[src/rtl/value_display.sv]
// rtl/value_display.sv - 4-deep distinct-value history shown on a multiplexed 4-digit seven-segment display
module value_display #(
   parameter int REFRESH_DIV = 4
) (
   input  logic       clk,
   input  logic       rst,
   input  logic [3:0] value,
   output logic [3:0] sseg_an,
   output logic [6:0] sseg_ca,
   output logic       update
);

   localparam int PW = (REFRESH_DIV > 1) ? $clog2(REFRESH_DIV) : 1;
   localparam logic [PW-1:0] PRESC_MAX = PW'(REFRESH_DIV - 1);

   logic [3:0]    value_q;
   logic          primed;
   logic [3:0]    hist [4];
   logic [2:0]    fill;
   logic [PW-1:0] presc;
   logic [1:0]    digit;
   logic          push;
   logic [6:0]    ca_next;

   // active-low {g,f,e,d,c,b,a}
   function automatic logic [6:0] glyph(input logic [3:0] n);
      case (n)
         4'h0: glyph = 7'h40;
         4'h1: glyph = 7'h79;
         4'h2: glyph = 7'h24;
         4'h3: glyph = 7'h30;
         4'h4: glyph = 7'h19;
         4'h5: glyph = 7'h12;
         4'h6: glyph = 7'h02;
         4'h7: glyph = 7'h78;
         4'h8: glyph = 7'h00;
         4'h9: glyph = 7'h10;
         4'hA: glyph = 7'h08;
         4'hB: glyph = 7'h03;
         4'hC: glyph = 7'h46;
         4'hD: glyph = 7'h21;
         4'hE: glyph = 7'h06;
         default: glyph = 7'h0E;
      endcase
   endfunction

   always_comb begin
      push = !primed || (value != value_q);
   end

   // digits beyond the filled history stay blank
   always_comb begin
      ca_next = 7'h7F;
      if ({1'b0, digit} < fill) begin
         ca_next = glyph(hist[digit]);
      end
   end

   always_ff @(posedge clk or posedge rst) begin
      if (rst) begin
         value_q <= '0;
         primed  <= 1'b0;
         for (int i = 0; i < 4; i++) begin
            hist[i] <= '0;
         end
         fill    <= '0;
         presc   <= '0;
         digit   <= '0;
         sseg_an <= 4'b1111;
         sseg_ca <= 7'h7F;
         update  <= 1'b0;
      end else begin
         value_q <= value;
         primed  <= 1'b1;
         update  <= push;
         if (push) begin
            hist[3] <= hist[2];
            hist[2] <= hist[1];
            hist[1] <= hist[0];
            hist[0] <= value;
            if (fill != 3'd4) begin
               fill <= fill + 3'd1;
            end
         end

         if (presc == PRESC_MAX) begin
            presc <= '0;
            digit <= digit + 2'd1;
         end else begin
            presc <= presc + 1'b1;
         end

         sseg_an <= ~(4'b0001 << digit);
         sseg_ca <= ca_next;
      end
   end

endmodule

[config.mk]
export PLATFORM = sky130hd
export DESIGN_NAME = value_display
export DESIGN_NICKNAME = d
export VERILOG_FILES = /design/src/rtl/value_display.sv
export SDC_FILE = /design/constraint.sdc
export NUM_CORES = 1
export LEC_CHECK = 0
export ABC_AREA = 1
export CORE_AREA = 2 2 77 79
export DETAILED_ROUTE_END_ITERATION = 8
export DIE_AREA = 0 0 79 81
export PLACE_DENSITY_LB_ADDON = 0.1
export SLEW_MARGIN = 20
export SYNTH_ARGS = -nofsm -noshare
export SYNTH_HDL_FRONTEND = slang
export SYNTH_SLANG_ARGS = --single-unit
[constraint.sdc]
create_clock -name clk -period 2.7 [get_ports clk]
set_input_delay 0.675 -clock clk [delete_from_list [all_inputs] [get_ports clk]]
set_output_delay 0.675 -clock clk [all_outputs]
set_load 0.005 [all_outputs]
==> results.md <==
- Status: complete, no violations
- Final Hold Viols: 0
- Synthesized area per cell: 9.092 um^2
- Clock slew at reported path FFs: 0.07 ns
- Tcrit/Tclk final: 0.7275
- CP cell instances: clkdlybuf4s50_1
- Pre-antenna DRT Iters: 4
- Critical Path RT: 2.03 ns
- Most common library cell in the layout ignoring fill and taps: nand2_1
- N_diodes: 0
- Slowest cell on the critical path: dfstp_2
- Fin Hold WS: 0.4260 ns
- Post-CTS setup buffers: 0
- Seq. cell area: 1015 um^2
- Synth unique cells: 20
- Pleak: 1.223 nW
- Cts repair resizes: 0
- Largest delay contributor family on the critical path: flip-flops
- Largest net degree at the start of global routing: 41
- Die H: 81 um
- Register area share after synthesis: 0.4874
- Gpl congestion: 0.7772
- Peak VDD IR: 0.2735 mV
- Number of global-route vias before repair: 1372
- Post-cts hold buffer count: 0
- Post-layout nets: 272
- Synthesis Warnings: 0
- CTS Buf Count: 5
- Max-cap violations: 0
- Area of the multi-input gates: 879.6 um^2
- CP Launch Type: register
- Worst skew pair latency: 0.29 ns
- Max incr delay on CP: 0.52 ns
- Worst hold path type: reg2reg
- Starting Density: 0.3668
- Layout cells sized above 1: 0.1897
- Area delta synth->final: 15.50%
- Top fanout value on the critical path: 1
- Initial antenna violation count: 0
- RSZ-0062 raised after global routing: no
- Commonest non-fill, non-tap cells in the layout: 70 x nand2_1, 35 x inv_1, 29 x dfrtp_1
- Clk buf depth: 2
- Fill count: 611
- Post-route setup TNS: 0 ns
- First-pass GRT wire length: 6382 um
- Cells after Synth: 229
- Max Clk Rate: 509.1 MHz
- Via Count: 1401
- Post-DP HPWL: 2365 um
- Routed Antenna Nets: 0
- Slew Limit Fails: 0
- Syn_nets: 249
- Clock root cell: clkbuf_8
- CP Class: reg2out
- Post-Place Cells: 320
- Clock Skew: 0.009533 ns
- Core Area: 5675 um^2
- Final setup violating endpoints: 0
- Clk sinks: 40
- Die footprint: 6399 um^2
- Power per cell area: 641.8 nW/um^2
- Total track usage: 0.1283
- Crit. End Element: output port
- Yosys reg bits: 40
- WL final: 3387 um
- # IOs: 18
- Worst-Margin Slew: 0.5007 ns
- Row cnt: 28
- CTS tree: built
- Mean number of vias per cell: 4.271
- PortBufs: 17
- Overflow after GRT: 0
- Iter 0 DRT Violations: 79
- # H-tree levels: 2
- Max-Slew Margin vs Limit: 0.6662
- Avg WL per Cell: 10.33 um
- Buf/Inv on CP: 1
- DRC viols: 0
- Die Wd: 79 um
- Non-Filler Instances: 328
- Cell area after synthesis: 2082 um^2
- Fin crit period: 1.964 ns
- Worst path arrival time: 1.29 ns
## cell type report
type	count	area share
clock inverter	1	0.002081
timing repair buffer	20	0.08012
sequential	40	0.4220
tap	75	0.03902
clock buffer	7	0.03174
multi-input combinational	147	0.3658
inverter	38	0.05931
## synthesized netlist by cell type
library cell / number / area, um^2
nand2_1: 70 / 262.8
inv_1: 35 / 131.4
dfrtp_1: 29 / 725.7
nand3_1: 25 / 125.1
o21ai_2: 16 / 140.1
ha_1: 14 / 175.2
dfstp_2: 11 / 289.0
nor2_1: 6 / 22.52
buf_6: 4 / 45.04
inv_2: 3 / 11.26
nand3_4: 3 / 52.55
nand2_4: 2 / 22.52
nor2_2: 2 / 12.51
o21ai_0: 2 / 10.01
xor2_1: 2 / 17.52
a21oi_1: 1 / 5.000
conb_1: 1 / 3.750
nand3_2: 1 / 10.01
nor2_4: 1 / 11.26
xnor2_1: 1 / 8.760
## kinds of logic after synthesis
logic type / share of synthesized area
AO/OA/AOI/OAI: 0.07452
XOR/XNOR: 0.01262
flip-flops: 0.4874
buffers and inverters: 0.09014
AND/OR/NAND/NOR: 0.2494
other: 0.001801
adder cells (fa/ha/maj): 0.08414
## metal layers
metal / vias to the layer above / part of all wire / track usage
li1: 746 / - / -
met1: 628 / 0.48 / 0.1695
met2: 23 / 0.47 / 0.1992
met3: 4 / 0.041 / 0.03667
met4: 0 / 0.014 / 0.05172
met5: - / 0 / 0
## flip-flops by register name, summed over array words and instances (netlist names)
name / count
sseg_ca: 7
hist: 16
fill: 3
update: 1
sseg_an: 4
digit: 2
primed: 1
presc: 2
value_q: 4
## stage by stage
step           area [um^2]    util  power, mW  worst slack [ns]
2_1_floorplan         2082       -      1.030             1.126
3_3_place_gp          2323  0.4094      1.180            0.6220
3_5_place_dp          2323  0.4094      1.182            0.6143
4_1_cts               2405  0.4237      1.572            0.7234
5_1_grt               2405  0.4237      1.671            0.4689
6_report              2405  0.4237      1.543            0.7357
## where the power goes
group | leakage (nW) | internal [mW] | switching (mW)
registers | 0.459 | 0.725 | 0.0492
logic | 0.722 | 0.188 | 0.200
clock network | 0.0422 | 0.181 | 0.199
## worst reg2reg max path: stages (launching register included)
cell and delay (ns):
dfrtp_1 0.63, inv_2 0.21, nand2_1 0.10, nand3_1 0.06
nand2_1 0.21, inv_1 0.11, ha_1 0.24, inv_1 0.08
nand2_1 0.08, nand3_1 0.07, nand3_1 0.07
## path summary, 6_finish.rpt
check,startpoint,endpoint,slack [ns],cells after the start
min in group asynchronous,rst,hist[0],0.80,3
worst max register to register,digit[0],sseg_ca[3],0.76,10
worst max-delay path,sseg_ca[6],sseg_ca[6],0.74,1
max in group asynchronous,rst,sseg_an[0],1.53,3
worst min-delay path,presc[0],presc[0],0.43,1
worst min register to register,presc[0],presc[0],0.43,1
(Power assumes the default switching activity.)
